`config.mk`:
```
export PLATFORM = sky130hd
export DESIGN_NAME = vga_timing_gen
export DESIGN_NICKNAME = d
export VERILOG_FILES = /design/src/rtl/vga_pkg.sv /design/src/rtl/pixel_tick_div.sv /design/src/rtl/vga_timing_gen.sv
export SDC_FILE = /design/constraint.sdc
export NUM_CORES = 1
export LEC_CHECK = 0
export ABC_AREA = 0
export BUFFER_PORTS_ARGS = -buffer_cell sky130_fd_sc_hd__buf_4
export CAP_MARGIN = 20
export CELL_PAD_IN_SITES_DETAIL_PLACEMENT = 1
export CELL_PAD_IN_SITES_GLOBAL_PLACEMENT = 1
export CORE_ASPECT_RATIO = 0.75
export CORE_MARGIN = 2
export CORE_UTILIZATION = 41
export DETAILED_ROUTE_END_ITERATION = 10
export GPL_TIMING_DRIVEN = 0
export PLACE_DENSITY = 0.87
export SKIP_CTS_REPAIR_TIMING = 1
export SLEW_MARGIN = 20
export SYNTH_ARGS = -nofsm -noshare
export SYNTH_HDL_FRONTEND = slang
export SYNTH_SLANG_ARGS = --single-unit
export TNS_END_PERCENT = 30
```
`constraint.sdc`:
```
create_clock -name clk -period 3.43 [get_ports clk]
set_input_delay 0.5145 -clock clk [delete_from_list [all_inputs] [get_ports clk]]
set_output_delay 0.5145 -clock clk [all_outputs]
set_load 0.1 [all_outputs]
```
`src/rtl/vga_pkg.sv`:
```
// Shared 640x480@60 raster timing constants; the colour stages import the
// same visible-window values so they are defined once.
package vga_pkg;
    localparam int CNT_W       = 16;
    localparam int CLK_DIV     = 4;
    localparam int H_TOTAL     = 800;
    localparam int H_SYNC      = 96;
    localparam int H_VIS_START = 144;
    localparam int H_VIS_END   = 784;
    localparam int V_TOTAL     = 525;
    localparam int V_SYNC      = 2;
    localparam int V_VIS_START = 35;
    localparam int V_VIS_END   = 515;
endpackage

```
`src/rtl/pixel_tick_div.sv`:
```
// Board-clock prescaler; Pixel_Tick marks the last clk of each pixel period.
module pixel_tick_div #(
    parameter int CLK_DIV = 4
) (
    input  logic clk,
    input  logic reset,
    output logic Pixel_Tick
);
    localparam int W = $clog2(CLK_DIV);
    localparam logic [W-1:0] LAST = W'(CLK_DIV - 1);

    logic [W-1:0] cnt;

    always_ff @(posedge clk) begin
        if (reset)
            cnt <= '0;
        else if (cnt == LAST)
            cnt <= '0;
        else
            cnt <= cnt + 1'b1;
    end

    assign Pixel_Tick = (cnt == LAST);
endmodule

```
`src/rtl/vga_timing_gen.sv`:
```
// VGA raster counters and sync/blanking flags; flags are registered from the
// next counter values so they always match the counters on the outputs.
module vga_timing_gen
    import vga_pkg::*;
#(
    parameter int CLK_DIV     = vga_pkg::CLK_DIV,
    parameter int H_TOTAL     = vga_pkg::H_TOTAL,
    parameter int H_SYNC      = vga_pkg::H_SYNC,
    parameter int H_VIS_START = vga_pkg::H_VIS_START,
    parameter int H_VIS_END   = vga_pkg::H_VIS_END,
    parameter int V_TOTAL     = vga_pkg::V_TOTAL,
    parameter int V_SYNC      = vga_pkg::V_SYNC,
    parameter int V_VIS_START = vga_pkg::V_VIS_START,
    parameter int V_VIS_END   = vga_pkg::V_VIS_END
) (
    input  logic             clk,
    input  logic             reset,
    output logic [CNT_W-1:0] H_Counter_Value,
    output logic [CNT_W-1:0] V_Counter_Value,
    output logic             Hsync,
    output logic             Vsync,
    output logic             Video_On,
    output logic             Pixel_Tick,
    output logic             Frame_Start
);
    localparam logic [CNT_W-1:0] H_LAST = CNT_W'(H_TOTAL - 1);
    localparam logic [CNT_W-1:0] V_LAST = CNT_W'(V_TOTAL - 1);
    localparam logic [CNT_W-1:0] H_SY   = CNT_W'(H_SYNC);
    localparam logic [CNT_W-1:0] V_SY   = CNT_W'(V_SYNC);
    localparam logic [CNT_W-1:0] H_VS   = CNT_W'(H_VIS_START);
    localparam logic [CNT_W-1:0] H_VE   = CNT_W'(H_VIS_END);
    localparam logic [CNT_W-1:0] V_VS   = CNT_W'(V_VIS_START);
    localparam logic [CNT_W-1:0] V_VE   = CNT_W'(V_VIS_END);

    logic [CNT_W-1:0] h_nxt, v_nxt;
    logic             wrap;

    pixel_tick_div #(.CLK_DIV(CLK_DIV)) u_div (
        .clk        (clk),
        .reset      (reset),
        .Pixel_Tick (Pixel_Tick)
    );

    always_comb begin
        h_nxt = H_Counter_Value;
        v_nxt = V_Counter_Value;
        wrap  = 1'b0;
        if (Pixel_Tick) begin
            if (H_Counter_Value == H_LAST) begin
                h_nxt = '0;
                if (V_Counter_Value == V_LAST) begin
                    v_nxt = '0;
                    wrap  = 1'b1;
                end else begin
                    v_nxt = V_Counter_Value + 1'b1;
                end
            end else begin
                h_nxt = H_Counter_Value + 1'b1;
            end
        end
    end

    always_ff @(posedge clk) begin
        if (reset) begin
            H_Counter_Value <= '0;
            V_Counter_Value <= '0;
            Hsync           <= 1'b0;
            Vsync           <= 1'b0;
            Video_On        <= 1'b0;
            Frame_Start     <= 1'b0;
        end else begin
            H_Counter_Value <= h_nxt;
            V_Counter_Value <= v_nxt;
            Hsync           <= (h_nxt >= H_SY);
            Vsync           <= (v_nxt >= V_SY);
            Video_On        <= (h_nxt >= H_VS) && (h_nxt < H_VE) &&
                               (v_nxt >= V_VS) && (v_nxt < V_VE);
            Frame_Start     <= wrap;
        end
    end
endmodule

```
# ---- Yosys cells after proc, flatten, opt, wreduce, memory -nomap -nowiden
# Cells that the tools add are included.
dict set report totals {
  reg_bits 38
  input_bits 2
  word_cells 32
}
dict set report op_classes {
  add_sub_neg 3
  magnitude_cmp 6
  n_eq_ne 3
  muxes 6
  n_bitwise 2
  reduce_logical 5
}
# cell n
set op_table {}
lappend op_table {{2-to-1 mux 16 bit} 5}
lappend op_table {{adder 16 x 1 -> 16 bit, second input constant} 2}
lappend op_table {{== test 16 x 10 -> 1 bit, second input constant} 2}
lappend op_table {{< comparator 16 x 10 -> 1 bit, second input constant} 2}
lappend op_table {{>= comparator 16 x 2 -> 1 bit, second input constant} 1}
lappend op_table {{>= comparator 16 x 6 -> 1 bit, second input constant} 1}
lappend op_table {{>= comparator 16 x 7 -> 1 bit, second input constant} 1}
lappend op_table {{>= comparator 16 x 8 -> 1 bit, second input constant} 1}
lappend op_table {{logical AND 1 bit} 3}
lappend op_table {{OR reduction 3 bit} 1}
lappend op_table {{adder 2 x 1 -> 2 bit, second input constant} 1}
lappend op_table {{== test 2 bit, second input constant} 1}
lappend op_table {{NOT 1 bit} 2}
lappend op_table {{OR reduction 2 bit} 1}
lappend op_table {{2-to-1 mux 1 bit} 1}

# ---- Longest topological paths before layout
# Gate-level depths: netlist of the first run.
dict set report logic_depth {
  ltp_word 7
  mapped_depth 10
}

# ---- Cells and area by module
# Synthesis of the first run repeated with hierarchy kept, for this count alone.
dict set report unflattened {
  cells_unflattened 289
  hier_area_um2 2444.8
}
# mod n_inst cells_per_inst area_per_inst_um2 seq_area_each_um2
set modules_own_cells {}
lappend modules_own_cells {vga_timing_gen 1 284 2369.8 720.7}
lappend modules_own_cells {pixel_tick_div 1 5 75.1 40.0}

# ---- Least setup slack after synthesis of the first run
# Ideal clock, no wire load.
dict set report synth_timing {
  path_type {register to register}
  startpoint {register H_Counter_Value[0]}
  endpoint {register Video_On}
  setup_ns 0.118
  arrival_time_ns 3.263
  required_ns 3.312
  slack_ns 0.049
  stages_incl_launch_ff 8
  path_buffers 0
  synth_period_minus_slack_ns 3.381
  path_cell_list {dfxtp_1 > ha_1 > or4bb_1 > nor4_1 > a31o_2 > a31oi_1 > o32a_1 > o2111a_1}
}
dict set report synth_between {
  elab_chain_len 7
}
# item line
set synth_rtl {}
lappend synth_rtl {{from (decl)} vga_timing_gen.sv:18} ;# output logic [CNT_W-1:0] H_Counter_Value,
lappend synth_rtl {{from (signal assigned)} vga_timing_gen.sv:72} ;# H_Counter_Value <= h_nxt;
lappend synth_rtl {{adder 16 x 1 -> 16 bit or == test 16 x 10 -> 1 bit (tied branches)} {vga_timing_gen.sv:58, vga_timing_gen.sv:49}}
lappend synth_rtl {{2-to-1 mux 16 bit} vga_timing_gen.sv:49} ;# if (H_Counter_Value == H_LAST) begin
lappend synth_rtl {{2-to-1 mux 16 bit} vga_timing_gen.sv:48} ;# if (Pixel_Tick) begin
lappend synth_rtl {{>= comparator 16 x 8 -> 1 bit or < comparator 16 x 10 -> 1 bit (tied branches)} vga_timing_gen.sv:76} ;# Video_On <= (h_nxt >= H_VS) && (h_nxt < H_VE) &&
lappend synth_rtl {{logical AND 1 bit (2 in series)} vga_timing_gen.sv:76}
lappend synth_rtl {{logical AND 1 bit (*)} vga_timing_gen.sv:77} ;# (v_nxt >= V_VS) && (v_nxt < V_VE);
lappend synth_rtl {{to (signal assigned)} vga_timing_gen.sv:76}
lappend synth_rtl {{to (decl)} vga_timing_gen.sv:22} ;# output logic Video_On,
# Every way passes the cells marked *; elsewhere a longest branch is shown, timed or not.
# A chain may end at the register's enable or synchronous reset.

# ---- Worst setup path in the final report of the first run
dict set report layout_timing {
  startpoint {register H_Counter_Value[1]}
  endpoint {register Video_On}
}
# The elaborated chain is that of the path after synthesis.

==> metrics, run 1 <==
design area=0.00270 sq mm; first-pass GRT wire length=10.6 mm; Core Area=0.00530 sq mm; Die Y=roughly 68 um; Synth Instances=276; RSZ-0062 raised after global routing=false; # setup viols final=0; WL final=6.54 mm; fin util=a little over 50%; Seq/Total Area, Yosys=~34%; drt wl/cell=16.5 um; Clock Latency Late Sink=0.29 ns; Yosys warnings=0; Fin Clk Skew=0.00502 ns; Critical Path Stages=7; fraction of layout cells with a size suffix above 1=between 10% and 20%; reg2reg setup slack=0.14 ns; Hold WC Path Type=register to register; EDFF count, synth=0; drt pass-1 iters=4; CP max FO=6; H-tree levels=2; Num CTS Buffers=5; Syn Nets=282; Final Max Tran Viols=0; Fin. Hold Viols=0; DP Wirelength=4.87 mm; Global Route Usage Sum=22.7%; CP cell instances=ha_1 > or4bb_1 > nor4_1 > a31o_2 > a31oi_1 > o32a_1 > o2111a_1; initial antenna violation count=0; CTS clk-pin slew, worst paths=approximately 0.080 ns; Avg Cell Area, Syn=8.09 sq um; vias post-DR=2,245; Worst EP arrival=between 3 and 4 ns; Inserted Diodes=0; Starting Density=around 42%; row count=23; die span in x=89.2 um; Crit Path Category=register to register; Area Overhead vs Synth=20.7%; Synth Cell Area=0.00223 sq mm; fmax=between 300 and 400 MHz; CTS tree=built; DR iter-0 viols=126; clock tree sinks=38; setup TNS=0 ns; Slew headroom=36.5%; critical path's top delay family=simple AND/OR/NAND/NOR gates; largest net degree at the start of global routing=12; Pwr per Cell Area=between 300 and 400 mW/mm^2; Worst EP required=roughly 3.6 ns; #FFs+latches synth=38; actual slew at the worst max-slew pin=0.944 ns; peak supply drop=0.000277 V; # fillers=700; pre-CTS WS=0.329 ns; die area=around 0.0061 sq mm; min cycle time layout=3.29 ns; reg2reg end=Video_On$_SDFF_PP0_; grt ovf=0; Hold Crit Start=u_div.cnt[0]$_SDFF_PP0_; Post-DP Area=around 0.0026 sq mm; CP endpoint kind=register; CP Capture Point=Video_On$_SDFF_PP0_; post-synthesis async set-or-reset flop share=0%; Max Root-Sink Buffers=2; Ports=39; FF-to-FF Start=H_Counter_Value[1]$_SDFF_PP0_; CP max stage cell=nor4_1; top_reg_cell synth=dfxtp_1; nets=326; vias in the first global route=about 2,100; Root Driver=clkbuf_8; Startpoint Class=register; Reg2Reg Depth=7; Port Buffers=37; final worst slack=approximately 0.14 ns; routability cong.=0.866; run status=completed; Final ANT Viol Nets=0; synth unique cells=52; MaxCap Viol Count=0; critical path's largest stage delay=0.82 ns; Final Cycle Share=95.9%; Buf+Inv Stages, Crit Path=0; Leak=1.05 nW; vias per cell=5.67; Critical Path Start=H_Counter_Value[1]$_SDFF_PP0_; drt drc=0
==> where the power goes <==
part	internal [mW]	switching [mW]
combinational	0.0102	0.0292
sequential	0.445	0.00333
clock	0.163	0.170
==> Yosys cell counts (all sizes together), types with 2 or more instances <==
cell,n,area (sq um)
mux2i,6,60.1
and4,5,43.8
inv,4,15.0
nor2,47,176
a21oi,9,45.0
o21ai,10,50.1
o21a,2,15.0
or2,3,18.8
nand3,15,80.1
or4,2,18.8
a31oi,4,25.0
a31o,2,17.5
buf,7,47.5
ha,4,50.1
or3,5,32.5
clkbuf,8,30.0
nand2,16,60.1
a211oi,2,15.0
nor2b,4,25.0
nor4,10,83.8
nand4,13,81.3
nand2b,3,18.8
xnor2,9,78.8
dfxtp,38,761
nor4b,3,26.3
xor2,12,105
nor4bb,4,40.0
nor3,8,40.0
o211ai,2,15.0
and3,4,25.0
==> worst min-delay path by stage <==
stage	end	slack, ns	cells past startpoint
final	u_div.cnt[0]$_SDFF_PP0_	0.45	1
after global routing	u_div.cnt[0]$_SDFF_PP0_	0.46	1
after CTS	u_div.cnt[0]$_SDFF_PP0_	0.44	1
after detailed placement	u_div.cnt[0]$_SDFF_PP0_	0.43	1
after global placement	u_div.cnt[0]$_SDFF_PP0_	0.42	1
after floorplan	u_div.cnt[0]$_SDFF_PP0_	0.40	1
==> routing by layer <==
metal / track usage, % / wire length, um
met1: 33.2 / 3300
met3: 3.62 / 336
met5: 0 / 0
met4: 5.04 / 52
met2: 35.0 / 2860
==> worst register-to-register path: cells and delay by family (launching register included) <==
family                     cells  cell delay (ns)
adders and majority gates      1             0.30
AOI/OAI and AO/OA              4             1.01
DFF                            1             0.46
and+or+nand+nor                2             1.41
==> final cells by class <==
type	count	area, sq um	area share [%]
plain buffers	15	77.6	2.88
inverters	4	15.0	0.557
repair buffers	37	278	10.3
flip-flops and latches	38	761	28.2
clock buffers	7	86.3	3.20
multi-input cells	219	1380	51.2
clock inverters	1	5.00	0.186
well taps	75	93.8	3.48
==> flip-flops by register name, indices dropped and copies added (netlist names) <==
register         count
Vsync                1
Video_On             1
Hsync                1
V_Counter_Value     16
Frame_Start          1
u_div.cnt            2
H_Counter_Value     16
==> cells in the final DEF (no fill, tap or decap), types with 6 or more instances in the layout <==
| master | n |
|---|---|
| clkbuf_8 | 6 |
| o21ai_0 | 10 |
| dfxtp_1 | 38 |
| xnor2_1 | 9 |
| clkbuf_1 | 9 |
| nand3_1 | 14 |
| a21oi_1 | 9 |
| xor2_1 | 12 |
| nor2_1 | 47 |
| buf_4 | 37 |
| mux2i_1 | 6 |
| nor4_1 | 8 |
| nand4_1 | 13 |
| nand2_1 | 16 |
| nor3_1 | 8 |
==> metrics by stage <==
step	power [mW]	hold WS [ns]	instances
finish	0.819	0.446	396
detailed placement	0.498	0.427	388
floorplan	0.488	0.404	276
CTS	0.820	0.439	396
global placement	0.497	0.416	388
global route	0.840	0.459	396
==> logic make-up after synthesis <==
kind of cell	count (synthesis)	synth area share (%)
simple gates	147	36.5
compound gates	41	12.1
xor+xnor	21	8.24
fa+ha+maj	4	2.24
buf+inv	19	4.15
flops	38	34.1
mux	6	2.69
No activity file was read; power rests on OpenSTA's default activity.
==> inputs of run 2 (changes only) <==
--- a/config.mk
+++ b/config.mk
@@ -16,6 +16,7 @@
 export DETAILED_ROUTE_END_ITERATION = 10
 export GPL_TIMING_DRIVEN = 0
 export PLACE_DENSITY = 0.87
+export REMOVE_ABC_BUFFERS = 1
 export SKIP_CTS_REPAIR_TIMING = 1
 export SLEW_MARGIN = 20
 export SYNTH_ARGS = -nofsm -noshare
==> run 2 against run 1 <==
  * Utilization fell by 0.61 points
  * Sequential power barely moved
  * Clock power barely moved
  * Sequential share of layout area rose by 0.34 points
  * Flip-flop and latch count did not move
  * Worst setup slack improved by 0.068 ns
  * Cell count fell by 2.3%
  * Combinational power fell by 5.3%
  * Register-to-register slack improved by 0.07 ns
  * Critical endpoint unchanged
  * Largest cell class unchanged
  * Highest routed layer unchanged
==> metrics, run 2 (synthesis gave the netlist of run 1 again) <==
sequential power share=between 50 and 60%; first-pass GRT wire length=10.4 mm; Fin Clk Skew=0.00503 ns; Worst EP arrival=3.47 ns; clock tree sinks=38; Port Buffers=38; multi-input combinational cell area=0.00138 sq mm; leading registers by flop count=H_Counter_Value: 16 flops, V_Counter_Value: 16 flops, u_div.cnt: 2 flops; grt ovf=0; Pwr per Cell Area=slightly above 300 mW/mm^2; Core Area=0.00530 sq mm; die span in x=89.2 um; most common cell after layout, fill and taps aside=nor2_1; CP cell instances=ha_1 > or4bb_1 > nor4_1 > o211ai_1 > a211oi_1 > o21a_1 > o32a_1 > o2111a_1; H-tree levels=2; die area=0.00606 sq mm; Startpoint Class=register; dpl cells=around 370; WL final=around 6.5 mm; switching pwr=201 uW; DP Wirelength=4.62 mm; clock share of power=a little over 40%; # fillers=693; Storage cell area=761 sq um; vias in the first global route=2,103; Final Max Tran Viols=0; Final Instance Count excl. Fillers=387; CTS tree=built; Num CTS Buffers=5; Max Root-Sink Buffers=2; P_int=617 uW; routability cong.=0.853; Root Driver=clkbuf_8; fraction of layout cells with a size suffix above 1=19.6%; Hold WC Path Type=register to register; actual slew at the worst max-slew pin=0.893 ns; CP max stage cell=nor4_1; run status=completed; row count=23; drt pass-1 iters=4; CP endpoint kind=register; DR iter-0 viols=159; Worst EP required=3.67 ns; # setup viols final=0; Inserted Diodes=0; Ports=39; drt drc=0; Clock Latency Late Sink=roughly 0.30 ns; Sw Ratio=24.6%; vias post-DR=about 2,300; Final Cycle Share=93.9%; Buf+Inv Stages, Crit Path=0; critical path's top delay family=simple AND/OR/NAND/NOR gates; Starting Density=42.2%; CP max FO=7; largest net degree at the start of global routing=29; drt wl/cell=16.7 um; Leak=1.03 nW; fin util=around half; critical path's largest stage delay=0.76 ns; Global Route Usage Sum=a little over a fifth; Final ANT Viol Nets=0; Hold WS=0.445 ns; vias per cell=roughly 5.8; Area Overhead vs Synth=19.3%; Fin. Hold Viols=0; RSZ-0062 raised after global routing=false; Final Power=818 uW; peak supply drop=0.000180 V; Die Y=67.9 um; most frequent cells in the layout=47 x nor2_1, 43 x buf_4, 38 x dfxtp_1; Slew headroom=39.9%; fmax=310 MHz; initial antenna violation count=0; nets=317; final worst slack=0.208 ns; CTS clk-pin slew, worst paths=approximately 0.08 ns; min cycle time layout=3.22 ns; Crit Path Category=register to register; power share of the combinational group=between 4 and 5%; pre-CTS WS=0.131 ns; MaxCap Viol Count=0
-- run 2: cell types whose count changed in the layout (fill, tap and decap cells not counted), sizes merged --
cell and change:
buf -1, clkbuf -8
-- run 2: metrics by stage --
stage          cell area, sq um  setup TNS, ns
6_report                   2660              0
5_1_grt                    2660              0
4_1_cts                    2630              0
3_5_place_dp               2530              0
3_3_place_gp               2530              0
2_1_floorplan              2160         -0.102
-- run 2: cell type report --
| type | count | area share (%) |
|---|---|---|
| Tap cell | 75 | 3.52 |
| Timing Repair Buffer | 43 | 12.1 |
| Clock inverter | 1 | 0.188 |
| Multi-Input combinational cell | 219 | 51.8 |
| Inverter | 4 | 0.564 |
| Clock buffer | 7 | 3.24 |
| Sequential cell | 38 | 28.6 |
-- run 2: final timing paths --
check,to,cells after the start,from,slack (ns)
hold / removal,u_div.cnt[0]$_SDFF_PP0_,1,u_div.cnt[0]$_SDFF_PP0_,0.45
setup reg to reg,Video_On$_SDFF_PP0_,8,H_Counter_Value[0]$_SDFF_PP0_,0.21
hold reg to reg,u_div.cnt[0]$_SDFF_PP0_,1,u_div.cnt[0]$_SDFF_PP0_,0.45
setup / recovery,Video_On$_SDFF_PP0_,8,H_Counter_Value[0]$_SDFF_PP0_,0.21
-- run 2: worst reg2reg max path: stages, from the launching register on --
cell      delay (ns)
dfxtp_1         0.46
ha_1            0.28
or4bb_1         0.59
nor4_1          0.76
o211ai_1        0.15
a211oi_1        0.38
o21a_1          0.20
o32a_1          0.14
o2111a_1        0.21
-- run 2: layer usage --
layer  GRT usage [%]  vias up  routed length, um
li1                -     1074                  -
met1            31.2     1120               3150
met2            33.9       47               2960
met3            4.10       10                282
met4            6.53        0                 85
met5               0        -                  0
-- run 2: power by group through the flow --
stage,clock network (mW),registers (mW),logic (mW)
2_1_floorplan,0,0.464,0.0189
5_1_grt,0.359,0.448,0.0402
3_5_place_dp,0,0.458,0.0375
6_report,0.333,0.448,0.0373
3_3_place_gp,0,0.458,0.0364
4_1_cts,0.335,0.448,0.0377
==> inputs of run 3 (changes only) <==
--- a/config.mk
+++ b/config.mk
@@ -7,15 +7,16 @@
 export LEC_CHECK = 0
 export ABC_AREA = 0
 export BUFFER_PORTS_ARGS = -buffer_cell sky130_fd_sc_hd__buf_4
-export CAP_MARGIN = 20
+export CAP_MARGIN = 10
 export CELL_PAD_IN_SITES_DETAIL_PLACEMENT = 1
 export CELL_PAD_IN_SITES_GLOBAL_PLACEMENT = 1
 export CORE_ASPECT_RATIO = 0.75
 export CORE_MARGIN = 2
-export CORE_UTILIZATION = 41
+export CORE_UTILIZATION = 43
+export CTS_BUF_LIST = sky130_fd_sc_hd__clkbuf_4 sky130_fd_sc_hd__clkbuf_8
 export DETAILED_ROUTE_END_ITERATION = 10
 export GPL_TIMING_DRIVEN = 0
-export PLACE_DENSITY = 0.87
+export PLACE_DENSITY = 0.9
 export REMOVE_ABC_BUFFERS = 1
 export SKIP_CTS_REPAIR_TIMING = 1
 export SLEW_MARGIN = 20
==> run 3 against run 2 <==
  * Combinational power hardly changed
  * Critical path depth shrank 1
  * Via count shrank 0.76%
  * Clock skew hardly changed
  * Clock power fell by 7.2%
  * Die area fell by 4.4%
  * Largest cell class unchanged
==> metrics, run 3 (synthesis gave the netlist of run 1 again) <==
Sw Ratio=about a quarter; routability cong.=0.871; Max Root-Sink Buffers=2; most common cell after layout, fill and taps aside=nor2_1; die span in x=87.2 um; CP endpoint kind=register; run status=completed; Clock Latency Late Sink=0.29 ns; Startpoint Class=register; clock tree sinks=38; drt drc=0; nets=~320; Final Cycle Share=94.8%; leading registers by flop count=H_Counter_Value: 16 flops, V_Counter_Value: 16 flops, u_div.cnt: 2 flops; multi-input combinational cell area=0.00138 sq mm; power share of the combinational group=4.7%; fraction of layout cells with a size suffix above 1=about a fifth; Num CTS Buffers=5; switching pwr=between 150 and 200 uW; setup TNS=0 ns; critical path's largest stage delay=a little over 0.8 ns; Fin. Hold Viols=0; Buf+Inv Stages, Crit Path=0; # fillers=618; most frequent cells in the layout=47 x nor2_1, 41 x buf_4, 38 x dfxtp_1; fmax=307 MHz; Port Buffers=38; H-tree levels=2; vias post-DR=around 2,200; min cycle time layout=3.25 ns; WL final=6.49 mm; Critical Path Stages=7; die area=0.00579 sq mm; initial antenna violation count=0; vias per cell=6.07; MaxCap Viol Count=0; Reg2Reg Depth=7; Leak=between 1 and 1.5 nW; vias in the first global route=2,018; fin util=52.9%; Crit Path Category=register to register; Area Overhead vs Synth=17.4%; Die Y=66.4 um; drt wl/cell=about 18 um; Starting Density=45.1%; Inserted Diodes=0; critical path's top delay family=simple AND/OR/NAND/NOR gates; reg2reg setup slack=0.18 ns; drt pass-1 iters=4; Critical Path Start=H_Counter_Value[0]$_SDFF_PP0_; peak supply drop=0.000179 V; Ports=39; row count=22; DP Wirelength=4.62 mm; DR iter-0 viols=between 200 and 250; FF-to-FF Start=H_Counter_Value[0]$_SDFF_PP0_; Fin Clk Skew=0.00539 ns; Final Max Tran Viols=0; CP Capture Point=Video_On$_SDFF_PP0_; RSZ-0062 raised after global routing=false; CP max stage cell=nor4_1; P_int=610 uW; clock share of power=38.9%; Global Route Usage Sum=23.0%; sequential power share=56.4%; CTS clk-pin slew, worst paths=0.08 ns; Root Driver=clkbuf_8; Core Area=0.00495 sq mm; Slew headroom=39.6%; Final ANT Viol Nets=0; Pwr per Cell Area=303 mW/mm^2; Hold WC Path Type=register to register; CP max FO=7; Worst EP required=3.61 ns; largest net degree at the start of global routing=29; CP cell instances=ha_1 > or4bb_1 > nor4_1 > a31o_2 > a31oi_1 > o32a_1 > o2111a_1; CTS tree=built; Worst EP arrival=3.44 ns; reg2reg end=Video_On$_SDFF_PP0_; grt ovf=0; Storage cell area=761 sq um; actual slew at the worst max-slew pin=0.898 ns; # setup viols final=0; first-pass GRT wire length=10.4 mm
run 3: worst min path at each step:
stage	depth (start not counted)	start	to	slack (ns)
floorplan	1	u_div.cnt[0]$_SDFF_PP0_	u_div.cnt[0]$_SDFF_PP0_	0.40
CTS	1	u_div.cnt[0]$_SDFF_PP0_	u_div.cnt[0]$_SDFF_PP0_	0.45
finish	1	u_div.cnt[0]$_SDFF_PP0_	u_div.cnt[0]$_SDFF_PP0_	0.45
detailed placement	1	u_div.cnt[0]$_SDFF_PP0_	u_div.cnt[0]$_SDFF_PP0_	0.44
global placement	1	u_div.cnt[0]$_SDFF_PP0_	u_div.cnt[0]$_SDFF_PP0_	0.41
global route	1	u_div.cnt[0]$_SDFF_PP0_	u_div.cnt[0]$_SDFF_PP0_	0.49
run 3: metal layers:
metal / up-vias / global-route usage [%] / part of all wire (%)
met5: - / 0 / 0
met4: 0 / 5.19 / 1.0
met3: 6 / 5.62 / 6.0
met2: 64 / 32.7 / 43
met1: 1090 / 34.5 / 50
li1: 1074 / - / -
run 3: worst register-to-register path, stage by stage, from the launching register on:
cell	delay, ns
dfxtp_1	0.45
ha_1	0.28
or4bb_1	0.60
nor4_1	0.81
a31o_2	0.21
a31oi_1	0.16
o32a_1	0.39
o2111a_1	0.25
run 3: area by class of cell:
type | count | area share [%]
multi-input combinational | 219 | 52.6
sequential | 38 | 29.0
timing repair buffer | 41 | 11.7
clock buffer | 6 | 3.15
tap | 60 | 2.86
inverter | 4 | 0.573
run 3: power groups by stage:
stage,clock network (mW),registers [mW],logic [mW]
6_report,0.309,0.448,0.0375
5_1_grt,0.340,0.449,0.0402
4_1_cts,0.314,0.448,0.0375
3_5_place_dp,0,0.458,0.0373
3_3_place_gp,0,0.458,0.0369
2_1_floorplan,0,0.464,0.0189
run 3: per-stage QoR:
step	total power, mW	cells	setup slack, ns	hold WS (ns)	instance area (sq um)
2_1_floorplan	0.483	261	-0.0768	0.400	2160
3_3_place_gp	0.495	359	0.158	0.414	2520
3_5_place_dp	0.496	359	0.138	0.438	2520
4_1_cts	0.799	365	0.124	0.448	2600
5_1_grt	0.829	368	0.0390	0.489	2620
6_report	0.795	368	0.178	0.448	2620
